===== config.mk =====
export PLATFORM = sky130hd
export DESIGN_NAME = mem_access_unit
export DESIGN_NICKNAME = d
export VERILOG_FILES = /design/src/rtl/tinyrisc_pkg.sv /design/src/rtl/mem_access_unit_wb_reg.sv /design/src/rtl/mem_access_unit.sv
export SDC_FILE = /design/constraint.sdc
export NUM_CORES = 1
export LEC_CHECK = 0
export BUFFER_PORTS_ARGS = -buffer_cell sky130_fd_sc_hd__clkbuf_2
export CELL_PAD_IN_SITES_DETAIL_PLACEMENT = 1
export CELL_PAD_IN_SITES_GLOBAL_PLACEMENT = 2
export CORE_MARGIN = 2
export CORE_UTILIZATION = 29
export CTS_BUF_LIST = sky130_fd_sc_hd__clkbuf_2
export DETAILED_ROUTE_END_ITERATION = 6
export GPL_TIMING_DRIVEN = 0
export HOLD_SLACK_MARGIN = 0.06
export PLACE_DENSITY_LB_ADDON = 0.1
export SLEW_MARGIN = 25
export SYNTH_ARGS = -nofsm -noshare
export SYNTH_HDL_FRONTEND = slang
export SYNTH_SLANG_ARGS = --single-unit

===== constraint.sdc =====
create_clock -name clk -period 2.7 [get_ports clk]
set_input_delay 0.54 -clock clk [delete_from_list [all_inputs] [get_ports clk]]
set_output_delay 0.54 -clock clk [all_outputs]
set_load 0.05 [all_outputs]

===== src/rtl/tinyrisc_pkg.sv =====
// Shared tinyrisc definitions: datapath width defaults, the memory-access FSM
// encoding and the word-alignment helper used by the memory stage.
package tinyrisc_pkg;

  localparam int DW_DEFAULT = 32;
  localparam int RW_DEFAULT = 4;

  typedef enum logic {
    IDLE = 1'b0,
    REQ  = 1'b1
  } mau_state_t;

  function automatic logic is_misaligned(input logic [1:0] addr_lsbs);
    return addr_lsbs != 2'b00;
  endfunction

endpackage


===== src/rtl/mem_access_unit_wb_reg.sv =====
// Writeback output register: turns a one-cycle retire request into the
// registered wb_* pulse; enables and error flag are forced low between pulses.
module wb_reg #(
  parameter int DW = 32,
  parameter int RW = 4
) (
  input  logic          clk,
  input  logic          rst,
  input  logic          i_valid,
  input  logic          i_we,
  input  logic          i_err,
  input  logic [RW-1:0] i_rd,
  input  logic [DW-1:0] i_data,
  output logic          o_valid,
  output logic          o_we,
  output logic          o_err,
  output logic [RW-1:0] o_rd,
  output logic [DW-1:0] o_data
);

  logic          r_valid;
  logic          r_we;
  logic          r_err;
  logic [RW-1:0] r_rd;
  logic [DW-1:0] r_data;

  // NOTE: sequential state uses <= so every register samples pre-edge values.
  always_ff @(posedge clk) begin
    if (rst) begin
      r_valid <= 1'b0;
      r_we    <= 1'b0;
      r_err   <= 1'b0;
      r_rd    <= '0;
      r_data  <= '0;
    end else begin
      r_valid <= i_valid;
      r_we    <= i_valid & i_we;
      r_err   <= i_valid & i_err;
      if (i_valid) begin
        r_rd   <= i_rd;
        r_data <= i_data;
      end
    end
  end

  assign o_valid = r_valid;
  assign o_we    = r_we;
  assign o_err   = r_err;
  assign o_rd    = r_rd;
  assign o_data  = r_data;

endmodule


===== src/rtl/mem_access_unit.sv =====
// Memory-access stage: ALU ops retire next cycle, loads/stores hold a request
// until mem_ack. Define MEM_ACCESS_MISALIGN_CHECK_EN to trap misaligned accesses.
module mem_access_unit
  import tinyrisc_pkg::*;
#(
  parameter int DW = DW_DEFAULT,
  parameter int RW = RW_DEFAULT
) (
  input  logic          clk,
  input  logic          rst,
  input  logic          ex_valid,
  output logic          ex_ready,
  input  logic [DW-1:0] ex_aluResult,
  input  logic [DW-1:0] ex_op2,
  input  logic          ex_isLd,
  input  logic          ex_isSt,
  input  logic          ex_isWb,
  input  logic [RW-1:0] ex_rd,
  output logic          mem_req,
  output logic          mem_we,
  output logic [DW-1:0] mem_addr,
  output logic [DW-1:0] mem_wdata,
  input  logic          mem_ack,
  input  logic [DW-1:0] mem_rdata,
  output logic          wb_valid,
  output logic          wb_we,
  output logic [RW-1:0] wb_rd,
  output logic [DW-1:0] wb_data,
  output logic          misalign_err
);

  mau_state_t    r_state;
  mau_state_t    w_next_state;
  logic [DW-1:0] r_addr;
  logic [DW-1:0] r_wdata;
  logic [RW-1:0] r_rd;
  logic          r_is_ld;
  logic          r_we;
  logic          r_is_wb;

  logic          w_accept;
  logic          w_is_mem;
  logic          w_misalign;
  logic          w_capture;
  logic          w_ret_valid;
  logic          w_ret_we;
  logic          w_ret_err;
  logic [RW-1:0] w_ret_rd;
  logic [DW-1:0] w_ret_data;

  assign ex_ready = (r_state == IDLE) && !rst;
  assign w_accept = ex_valid && ex_ready;
  assign w_is_mem = ex_isLd | ex_isSt;

`ifdef MEM_ACCESS_MISALIGN_CHECK_EN
  assign w_misalign = w_is_mem && is_misaligned(ex_aluResult[1:0]);
`else
  assign w_misalign = 1'b0;
`endif

  always_ff @(posedge clk) begin
    if (rst) r_state <= IDLE;
    else     r_state <= w_next_state;
  end

  // NOTE: every always_comb output gets a default first so no latch is inferred.
  always_comb begin
    w_next_state = r_state;
    w_capture    = 1'b0;
    w_ret_valid  = 1'b0;
    w_ret_we     = 1'b0;
    w_ret_err    = 1'b0;
    w_ret_rd     = r_rd;
    w_ret_data   = r_addr;
    case (r_state)
      IDLE: begin
        if (w_accept) begin
          if (w_is_mem && !w_misalign) begin
            w_next_state = REQ;
            w_capture    = 1'b1;
          end else begin
            // ALU op, or a trapped misaligned access retiring without memory
            w_ret_valid = 1'b1;
            w_ret_we    = ex_isWb && !w_is_mem;
            w_ret_err   = w_misalign;
            w_ret_rd    = ex_rd;
            w_ret_data  = ex_aluResult;
          end
        end
      end
      REQ: begin
        if (mem_ack) begin
          w_next_state = IDLE;
          w_ret_valid  = 1'b1;
          w_ret_we     = r_is_wb && r_is_ld;
          w_ret_data   = r_is_ld ? mem_rdata : r_addr;
        end
      end
      default: w_next_state = IDLE;
    endcase
  end

  // NOTE: the request registers are reset too, because mem_addr/mem_wdata must read 0 in reset.
  always_ff @(posedge clk) begin
    if (rst) begin
      r_addr  <= '0;
      r_wdata <= '0;
      r_rd    <= '0;
      r_is_ld <= 1'b0;
      r_we    <= 1'b0;
      r_is_wb <= 1'b0;
    end else if (w_capture) begin
      r_addr  <= ex_aluResult;
      r_wdata <= ex_op2;
      r_rd    <= ex_rd;
      r_is_ld <= ex_isLd;
      r_we    <= ex_isSt && !ex_isLd;
      r_is_wb <= ex_isWb;
    end
  end

  assign mem_req   = (r_state == REQ);
  assign mem_we    = mem_req && r_we;
  assign mem_addr  = r_addr;
  assign mem_wdata = r_wdata;

  wb_reg #(
    .DW(DW),
    .RW(RW)
  ) u_wb_reg (
    .clk    (clk),
    .rst    (rst),
    .i_valid(w_ret_valid),
    .i_we   (w_ret_we),
    .i_err  (w_ret_err),
    .i_rd   (w_ret_rd),
    .i_data (w_ret_data),
    .o_valid(wb_valid),
    .o_we   (wb_we),
    .o_err  (misalign_err),
    .o_rd   (wb_rd),
    .o_data (wb_data)
  );

endmodule

After elaboration in Yosys (flattened, before gate mapping)
Index checks and enable logic that the tools add are counted.
- bits in registers: 110
- input bits: 107
- logic and storage cells: 44
- multiplexer cells: 21
- bitwise operators: 3
- reductions and logical operators: 9
- operator list (kind ; count):
    two-way mux 32 bit ; 4
    case mux 32 bit (2 select lines) ; 1
    two-way mux 4 bit ; 3
    two-way mux 1 bit ; 10
    logical AND 1 bit ; 6
    case mux 1 bit (2 select lines) ; 3
    logical NOT 1 bit ; 3
    AND 1 bit ; 1
    NOT 1 bit ; 1
    bitwise OR 1 bit ; 1

Depth between registers and ports, before layout
Gate-level depths: netlist (run 1).
- depth after elaboration: 7
- mapped depth: 7

Modules after synthesis
Synthesis (run 1) repeated with hierarchy kept, for this count alone.
- cell total of the unflattened synthesis: 540
- area total of the unflattened synthesis: 4849.7 um^2
- by module, submodules not included (module ; times used ; cells an instance ; area an instance (um^2) ; seq. area each (um^2)):
    mem_access_unit ; 1 ; 418 ; 3462.1 ; 1441.4
    wb_reg ; 1 ; 122 ; 1387.6 ; 780.7

Worst setup path before layout (run 1)
OpenSTA, ideal clock, no wires.
- path type: reg-to-reg
- start point: register r_state (netlist: mem_req)
- end point: register r_wdata[21] (netlist: mem_wdata[21])
- setup time: 0.070 ns
- arrival time: 2.287 ns
- required time: 2.630 ns
- path slack: 0.343 ns
- stages on the path, launching flop included: 8
- path buffers: 3
- period minus slack after synthesis: 2.357 ns
- path through: dfxtp_1 -> nor2_1 -> and3b_1 -> clkbuf_1 -> buf_2 -> buf_2 -> nand2_1 -> a21oi_1
- cells in the longest elaborated chain, start to end: 5
- RTL lines (what ; line ; source):
    start, declared ; mem_access_unit.sv:32 ; mau_state_t r_state;
    start signal, assigned ; mem_access_unit.sv:63 ; else r_state <= w_next_state;
    NOT 1 bit ; n/a ;
    logical AND 1 bit ; mem_access_unit.sv:51 ; assign ex_ready = (r_state == IDLE) && !rst;
    named net ex_ready ; mem_access_unit.sv:12 ; output logic ex_ready,
    logical AND 1 bit ; mem_access_unit.sv:52 ; assign w_accept = ex_valid && ex_ready;
    two-way mux 1 bit ; mem_access_unit.sv:77 ; if (w_accept) begin
    two-way mux 1 bit ; mem_access_unit.sv:75 ; case (r_state)
    end signal, assigned ; mem_access_unit.sv:114 ; r_wdata <= ex_op2;
    end, declared ; mem_access_unit.sv:35 ; logic [DW-1:0] r_wdata;
The timed path passes the listed nets, and every way through them passes these cells.
A chain may end at the register's enable or synchronous reset.

Worst setup path after layout (run 1)
- start point: register r_state (netlist: mem_req)
- end point: output port mem_we
- cells in the longest elaborated chain, start to end: 1
- RTL lines (what ; line ; source):
    logical AND 1 bit ; mem_access_unit.sv:123 ; assign mem_we = mem_req && r_we;
    end, declared ; mem_access_unit.sv:20 ; output logic mem_we,
Every way passes these cells.

==> results of run 1 <==
-- critical path, delay by kind of cell (launching register included) --
kind	cells	cell delay [ns]
buffers and inverters	3	0.74
AND/OR/NAND/NOR	1	0.17
flip-flops	1	0.43
-- final cells by class --
cell class                 instances  share of cell area
clock buffer                      10            0.007434
antenna                            1           0.0003717
multi-input combinational        371              0.3527
clock inverter                     6            0.007805
inverter                          34             0.01896
sequential                       110              0.3273
buffer                            52             0.03717
timing repair buffer             245              0.2074
tap                              220             0.04088
-- state kept, by name, indices dropped and copies added, names as in the netlist --
name              count
r_is_ld               1
u_wb_reg.o_data      32
r_rd                  4
u_wb_reg.o_we         1
r_is_wb               1
mem_req               1
u_wb_reg.o_rd         4
mem_wdata            32
mem_addr             32
u_wb_reg.o_valid      1
r_we                  1
-- worst min path at each step --
stage	startpoint	end	slack [ns]	cells past startpoint
after floorplan	r_rd[0]	r_rd[0]	0.44	2
after global placement	mem_wdata[9]	mem_wdata[9]	0.44	2
after detailed placement	mem_wdata[29]	mem_wdata[29]	0.45	2
after CTS	ex_op2[24]	mem_wdata[24]	0.06	3
after global routing	ex_aluResult[4]	mem_addr[4]	0.06	3
final	ex_op2[20]	mem_wdata[20]	0.11	3
-- repair_timing --
item,4_1_cts,5_1_grt
endpoints found under the hold margin,26,8
hold buffers,26,8
resized for setup,4,2
endpoints found under the setup margin,1,1
-- layer usage --
metal  global-route usage  vias to the layer above  part of all wire
met2               0.3495                      141              0.48
met3              0.05368                       24             0.058
met4              0.07018                        0             0.021
li1                     -                     2499                 -
met5                    0                        -                 0
met1               0.2538                     2482              0.44
-- layout by cell type, fill, tap and decap left out --
cell / n
a211oi_1: 5
a21oi_1: 104
a221oi_2: 32
a22oi_1: 1
and2_1: 2
and3b_1: 1
buf_1: 3
buf_2: 6
buf_4: 1
buf_6: 5
bufinv_16: 1
clkbuf_1: 36
clkbuf_2: 220
clkbuf_4: 2
clkinv_1: 4
clkinvlp_4: 1
conb_1: 1
dfxtp_1: 109
dfxtp_2: 1
diode_2: 1
dlygate4sd3_1: 34
inv_1: 34
mux2_2: 32
mux2i_1: 4
nand2_1: 142
nand2b_1: 1
nand3_1: 1
nand3b_1: 1
nor2_1: 7
nor2b_1: 1
nor4b_2: 1
o21a_1: 1
o221ai_1: 32
o22ai_1: 1
or4b_1: 1
-- cell families after synthesis --
| group | Yosys count | synth area share |
|---|---|---|
| compound gates | 176 | 0.2709 |
| buf+inv | 86 | 0.07486 |
| flops | 110 | 0.4451 |
| mux | 36 | 0.08093 |
| other cells | 1 | 0.0007580 |
| simple gates | 158 | 0.1275 |
-- through the flow --
step	area (sq um)	hold WS, ns	utilization	std cells
2_1_floorplan	4947	0.4357	-	567
6_report	6733	0.1127	0.4046	1049
3_3_place_gp	6279	0.4419	0.3773	998
3_5_place_dp	6279	0.4491	0.3773	998
4_1_cts	6649	0.06126	0.3995	1040
5_1_grt	6733	0.06234	0.4046	1049
-- where the power goes --
group / switching [uW] / internal, uW / total, uW / leakage [uW]
registers: 53.9 / 1710 / 1760 / 0.000897
logic: 578 / 277 / 856 / 0.00186
clock network: 561 / 205 / 766 / 0.0000621
total: 1190 / 2190 / 3390 / 0.00282
-- cell usage after synthesis --
| cell | n | area share |
|---|---|---|
| nand2_1 | 142 | 0.11 |
| dfxtp_1 | 110 | 0.45 |
| a21oi_1 | 104 | 0.11 |
| clkbuf_1 | 38 | 0.029 |
| inv_1 | 34 | 0.026 |
| a221oi_2 | 32 | 0.097 |
| mux2_2 | 32 | 0.073 |
| o221ai_1 | 32 | 0.057 |
| nor2_1 | 7 | 0.0053 |
| a211oi_1 | 5 | 0.0076 |
| buf_2 | 5 | 0.0051 |
| buf_6 | 5 | 0.011 |
| mux2i_1 | 4 | 0.0081 |
| buf_1 | 3 | 0.0023 |
| and2_1 | 2 | 0.0025 |
| a22oi_1 | 1 | 0.0015 |
| and3b_1 | 1 | 0.0018 |
| buf_4 | 1 | 0.0015 |
| conb_1 | 1 | 0.00076 |
| nand2b_1 | 1 | 0.0013 |
| nand3_1 | 1 | 0.0010 |
| nand3b_1 | 1 | 0.0015 |
| nor2b_1 | 1 | 0.0013 |
| nor4b_2 | 1 | 0.0030 |
| o21a_1 | 1 | 0.0015 |
| o22ai_1 | 1 | 0.0013 |
| or4b_1 | 1 | 0.0020 |
==> flow_metrics.tcl, run 1 <==
set metrics [dict create \
    grtUsageTotal 0.2060 \
    rsz0062_at_grt "no" \
    yosysWarnings 0 \
    hpwl_microns 13680 \
    setup_viol 0 \
    reg2reg_slack_ns 0.66 \
    drv_cap 0 \
    cp-endpoint "mem_we" \
    ff2ff_path_depth 5 \
    start_util 0.2973 \
    dieArea_sq_mm 0.01812 \
    period_needed_ns 2.497 \
    cts_max_level 3 \
    hold_viol 0 \
    outcome "complete, no violations" \
    n_fill_cell 2056 \
    grt_pass1_wl_microns 28990 \
    clk_pin_slew_ns 0.30 \
    first_pass_iters 4 \
    syn_nets 674 \
    clock_tree.buffer_depth 2 \
    drc 0 \
    finalClockSkew_ns 0.02360 \
    setup_tns_ns 0 \
    vias 5146 \
    setup_ws_ns 0.2026 \
    core_area_sq_mm 0.01664 \
    cts_setup_buffers 0 \
    cpMostUsedCell "clkbuf_4" \
    endpoint_kind "output port" \
    area_growth_pct 36.09 \
    grt_start_max_net_pins 17 \
    worstSkewPairLatency_ns 0.62 \
    grt_pass1_vias 5321 \
    start_kind "flip-flop" \
    crit_type "reg -> out" \
    crit_start "mem_req" \
    maxSlewViolCount 0 \
    cts-root-buf "clkbuf_2" \
    multi_input_area_sq_mm 0.002375 \
    slowest_delay_ns 0.43 \
    port_buffers 211 \
    ir_drop_v 0.0002307 \
    postRouteAntennaNets 0 \
    postSynthCellCount 567 \
    die_x_microns 134.6 \
    dp_slack_ns 0.1105 \
    io_pins 213 \
    min_path_type "in -> reg" \
    timing.rr.start "r_is_ld" \
    drt-initial-drc-count 174 \
    overflow 0 \
    cp_max_fo 10 \
    avgRoutedWirePerCell_microns 18.03 \
    ys_seq_area_frac 0.4451 \
    p_per_area_mw_per_mm2 502.8 \
    die_h_microns 134.6 \
    finalCritPeriodShare 0.9249 \
    regArea_sq_mm 0.002203 \
    fmax_ghz 0.4004 \
    leakage_uw 0.002824 \
    place.gp.congestion 0.7340 \
    post_route_cells_drive_above_1_share 0.3647 \
    cts_buffers 9 \
    antenna_found_initial 1 \
    worstMarginPinSlew_ns 0.7990 \
    ys_ff_latch 110 \
    max_slew_margin 0.4674 \
    arrival_ns 1.96 \
    fin_nets 930 \
    avgSynthCellArea_sq_um 8.725 \
    cp.required_ns 2.16 \
    vias_per_cell 4.906 \
    cp_slowest_cell "dfxtp_2" \
    timing.rr.end "u_wb_reg.o_data[19]" \
    netlist_area_sq_mm 0.004947 \
    rows 47 \
    cts_tree "yes" \
    crit_chain "clkbuf_4 > clkbuf_4 > and2_1 > buf_2" \
    wl_microns 18910 \
    finalPower_uw 3386 \
    clock_sinks 110 \
    synth.distinct_cells 27 \
]
Power figures use the tool's default switching activity.
==> run 2: changes to the inputs <==
GPL_TIMING_DRIVEN = unset   (was 0)
==> run 2 against run 1 <==
Against the previous run: core utilization shrank 0.42 points; clock skew shrank 0.0074 ns; non-clock buffer count shrank 36; via count shrank 1.6%; critical path depth is the same; register-to-register slack lost 0.12 ns; sequential cell count is the same; global-route usage shrank 0.83 points; sequential power is essentially flat; worst hold slack gained 0.022 ns; critical path type is now in -> out; largest cell class unchanged; highest routed layer unchanged.
==> flow_metrics.tcl, run 2 (synthesis results as in run 1) <==
set metrics [dict create \
    worstSkewPairLatency_ns 0.59 \
    post_route_cells_drive_above_1_share 0.3889 \
    avgRoutedWirePerCell_microns 17.72 \
    drc 0 \
    clock_tree.buffer_depth 2 \
    p_per_area_mw_per_mm2 506.3 \
    grt_pass1_wl_microns 28230 \
    postRouteAntennaNets 0 \
    leakage_uw 0.002814 \
    vias_per_cell 4.997 \
    period_needed_ns 2.429 \
    hold_viol 0 \
    maxSlewViolCount 0 \
    core_area_sq_mm 0.01664 \
    grt_start_max_net_pins 65 \
    cts_tree "yes" \
    area_growth_pct 34.67 \
    finalCritPeriodShare 0.8995 \
    final_cell_mix "clkbuf_2 (220), nand2_1 (141), dfxtp_1 (109)" \
    first_pass_iters 4 \
    overflow 0 \
    die_x_microns 134.6 \
    wl_microns 17950 \
    die_h_microns 134.6 \
    slowest_delay_ns 0.55 \
    cp.required_ns 2.16 \
    final_common_cell "clkbuf_2" \
    cts_max_level 3 \
    start_kind "input port" \
    setup_ws_ns 0.2714 \
    drv_cap 0 \
    arrival_ns 1.89 \
    place.gp.congestion 0.7394 \
    start_util 0.2973 \
    setup_tns_ns 0 \
    cts_buffers 9 \
    clock_sinks 110 \
    cp_max_fo 8 \
    ctsResizeCount 0 \
    drt-initial-drc-count 236 \
    worstMarginPinSlew_ns 0.9924 \
    endpoint_kind "output port" \
    outcome "complete, no violations" \
    n_fill_cell 2038 \
    max_slew_margin 0.3384 \
    grtUsageTotal 0.1977 \
    min_path_type "in -> reg" \
    fin_nets 894 \
    port_buffers 211 \
    crit_chain "dlygate4sd3_1 > buf_4 > nor2_1 > clkbuf_2" \
    critPathTopFamily "buffers and inverters" \
    rsz0062_at_grt "no" \
    io_pins 213 \
    dp.cells 959 \
    setup_viol 0 \
    crit_type "in -> out" \
    vias 5062 \
    clk_pin_slew_ns 0.29 \
    rows 47 \
    grt_pass1_vias 5321 \
    layout.cells.non_filler 1013 \
    cts_hold_buf 35 \
    cts-root-buf "clkbuf_2" \
    ir_drop_v 0.0002471 \
    dieArea_sq_mm 0.01812 \
    fmax_ghz 0.4118 \
    finalClockSkew_ns 0.01616 \
    cp_slowest_cell "dlygate4sd3_1" \
    antenna_found_initial 1 \
    cts_setup_buffers 0 \
    dp_slack_ns 0.3102 \
    crit_buf_inv 3 \
    hpwl_microns 11900 \
    finalPower_uw 3373 \
]
[run 2: path summary, 6_finish.rpt]
check	end	slack, ns	from	depth (start not counted)
max	ex_ready	0.27	rst	4
min	mem_addr[12]	0.13	ex_aluResult[12]	3
max reg2reg	u_wb_reg.o_data[20]	0.54	mem_req	4
min reg2reg	mem_wdata[31]	0.47	mem_wdata[31]	2
[run 2: cell type report]
class | instances | area (sq um) | area share
well taps | 220 | 275.3 | 0.04131
clock buffers | 10 | 50.05 | 0.007512
multi-input cells | 371 | 2400 | 0.3602
diodes | 1 | 2.502 | 0.0003756
flip-flops and latches | 110 | 2203 | 0.3307
clock inverters | 6 | 52.55 | 0.007887
repair buffers | 261 | 1551 | 0.2329
inverters | 34 | 127.6 | 0.01915
[run 2: per-layer routing]
layer | GRT usage | routed length, microns | up-vias
li1 | - | - | 2424
met1 | 0.2341 | 7788 | 2486
met2 | 0.3512 | 8898 | 134
met3 | 0.04880 | 1027 | 18
met4 | 0.06316 | 239 | 0
met5 | 0 | 0 | -
[run 2: worst reg2reg max path: stages, from the launching register on]
cell	delay [ns]
dfxtp_2	0.47
nand2_1	0.32
o21a_4	0.84
a21oi_1	0.19
a221oi_2	0.29
[run 2: report_power, final]
group	total, uW	switching, uW	internal [uW]
sequential	1770	56.2	1710
clock	768	561	207
combinational	839	566	273
total	3370	1180	2190
[run 2: metrics by stage]
step | instance area (sq um) | util | hold slack (ns)
floorplan | 4947 | - | 0.4357
global placement | 6187 | 0.3718 | 0.4409
detailed placement | 6187 | 0.3718 | 0.4465
CTS | 6640 | 0.3990 | 0.06072
global route | 6663 | 0.4003 | 0.06351
finish | 6663 | 0.4003 | 0.1343
==> run 3: changes to the inputs <==
CORE_ASPECT_RATIO = 0.5   (was unset)
CORE_UTILIZATION = 30   (was 29)
SLEW_MARGIN = 20   (was 25)
SYNTH_HIERARCHICAL = 1   (was unset)
==> run 3 against run 2 <==
Against the previous run: final cell count down 3.8%; setup slack better by 0.27 ns; maximum frequency up 13%; critical endpoint is now mem_we; synthesized area down 2.0%; largest cell class unchanged; sequential share of layout area up 0.98 points; largest power group unchanged.
==> flow_metrics.tcl, run 3 <==
set metrics [dict create \
    outcome "complete, no violations" \
    postSynthCellCount 540 \
    rows 32 \
    antenna_found_initial 0 \
    synth.distinct_cells 32 \
    rsz0062_at_grt "no" \
    finalCritPeriodShare 0.7980 \
    worstMarginPinSlew_ns 1.121 \
    critPathTopFamily "flip-flops" \
    hpwl_microns 10530 \
    crit_start "mem_req" \
    ir_drop_v 0.0002549 \
    vias_per_cell 5.057 \
    port_buffers 212 \
    drv_cap 0 \
    endpoint_kind "output port" \
    synthTopCellsByCount "dfxtp_1 (111), a21oi_1 (70), nand3_1 (69)" \
    p_per_area_mw_per_mm2 480.1 \
    path_depth 2 \
    async_reset_ff_frac 0 \
    final_cell_mix "clkbuf_2 (220), dfxtp_1 (111), a21oi_1 (70)" \
    wl_microns 16970 \
    yosysTopAreaCell "dfxtp_1" \
    synth_top_cell_area_share 0.4582 \
    setup_viol 0 \
    grtUsageTotal 0.1919 \
    hold_viol 0 \
    io_pins 213 \
    cts_buffers 9 \
    crit_chain "and2_1 > clkbuf_2" \
    synth-edff-count 0 \
    overflow 0 \
    reg2reg_slack_ns 0.60 \
    synth_most_common_cell "dfxtp_1" \
    avgSynthCellArea_sq_um 8.981 \
    worstSkewPairLatency_ns 0.60 \
    ys_seq_area_frac 0.4582 \
    cts_tree "yes" \
    synth_ff_type "dfxtp_1" \
    post_route_cells_drive_above_1_share 0.3191 \
    timing.rr.start "mem_req" \
    period_needed_ns 2.155 \
    cts_max_level 3 \
    fmax_ghz 0.4641 \
    cp_slowest_cell "dfxtp_1" \
    grt_pass1_wl_microns 25790 \
    min_path_type "in -> reg" \
    start_kind "flip-flop" \
    cp-endpoint "mem_we" \
    area_growth_pct 34.57 \
    postRouteAntennaNets 0 \
    leakage_uw 0.002802 \
    cp.required_ns 2.16 \
    clk_pin_slew_ns 0.29 \
    crit_type "reg -> out" \
    vias 4931 \
    ff2ff_path_depth 5 \
    cts-root-buf "clkbuf_2" \
    synth_area_leaders "dfxtp_1 (46%), mux2i_1 (7.4%), a21oi_1 (7.2%)" \
    timing.rr.end "u_wb_reg/o_data[3]" \
    finalClockSkew_ns 0.03570 \
    maxSlewViolCount 0 \
    place.gp.congestion 0.7167 \
    fin_nets 874 \
    netlist_area_sq_mm 0.004850 \
    ctsResizeCount 0 \
    n_antenna_cell 0 \
    clock_tree.buffer_depth 2 \
    setup_tns_ns 0 \
    arrival_ns 1.61 \
    ys_ff_latch 111 \
    finalPower_uw 3133 \
    die_x_microns 183.8 \
    yosysWarnings 6 \
    drc 0 \
    cp_max_fo 10 \
    grt_start_max_net_pins 71 \
    avgRoutedWirePerCell_microns 17.41 \
    clock_sinks 111 \
    crit_buf_inv 1 \
    max_slew_margin 0.2513 \
    grt_pass1_vias 4807 \
    dieArea_sq_mm 0.01726 \
    first_pass_iters 4 \
    core_area_sq_mm 0.01562 \
    n_fill_cell 1897 \
    start_util 0.3106 \
    final_common_cell "clkbuf_2" \
    syn_nets 647 \
    die_h_microns 93.91 \
    slowest_delay_ns 0.57 \
    drt-initial-drc-count 176 \
]
run 3: cell types whose count changed in the layout (fill, tap and decap cells not counted), moves of 10 or more:
cell           before  now
o21ai_1             0   10
a21oi_1           104   70
mux2_2             32    4
nand3_1             0   69
inv_1              34    1
o221ai_1           32    0
a221o_1             0   32
dlygate4sd3_1      37   50
o21ai_0             0   59
and2_1              2   35
mux2i_1             4   36
nor2_1              7   38
a221oi_2           32    0
nand2_1           141    1
run 3: what timing repair did:
action / CTS / global route
setup buffers: 0 / 0
hold buffers: 13 / 37
endpoints found under the hold margin: 13 / 37
endpoints found under the setup margin: 0 / 0
run 3: worst min path at each step:
stage	from	end	cells after the start
2_1_floorplan	r_we	r_we	2
3_3_place_gp	r_we	r_we	2
3_5_place_dp	r_we	r_we	2
4_1_cts	ex_op2[2]	mem_wdata[2]	3
5_1_grt	ex_aluResult[26]	mem_addr[26]	3
6_report	ex_rd[0]	r_rd[0]	3
run 3: cell type report:
type | count | area [sq um] | area share
Multi-Input combinational cell | 370 | 2281 | 0.3495
Sequential cell | 111 | 2222 | 0.3405
Timing Repair Buffer | 274 | 1667 | 0.2554
Tap cell | 204 | 255.2 | 0.03911
Clock inverter | 6 | 52.55 | 0.008052
Clock buffer | 9 | 45.04 | 0.006902
Inverter | 1 | 3.754 | 0.0005752
run 3: tightest hold or removal path, cell delays in order:
cell and delay (ns):
clkbuf_2 0.09, nand3_1 0.06, a21oi_1 0.06
run 3: kinds of logic after synthesis:
kind of cell / after synthesis / synth area share
flops: 111 / 0.4582
other cells: 1 / 0.0007733
compound gates: 176 / 0.2180
simple gates: 153 / 0.1641
buf+inv: 59 / 0.07534
mux: 40 / 0.08359
run 3: power by group:
| group | total, uW | switching [uW] | internal (uW) |
|---|---|---|---|
| registers | 1730 | 33.3 | 1700 |
| clock network | 749 | 553 | 196 |
| logic | 651 | 422 | 229 |
run 3: per-layer routing:
metal,global-route usage,part of all wire
met5,0,0
met4,0.03867,0.0051
met3,0.07132,0.063
met2,0.3233,0.47
met1,0.2360,0.47
run 3: stage by stage:
step	setup WS [ns]	hold WS, ns	instance area [sq um]	cells	utilization
3_3_place_gp	0.4146	0.4547	5928	910	0.3796
5_1_grt	0.3603	0.06257	6526	975	0.4179
2_1_floorplan	0.5806	0.4422	4850	540	-
4_1_cts	0.4628	0.06004	6156	938	0.3942
3_5_place_dp	0.3859	0.4656	5928	910	0.3796
6_report	0.5454	0.1484	6526	975	0.4179
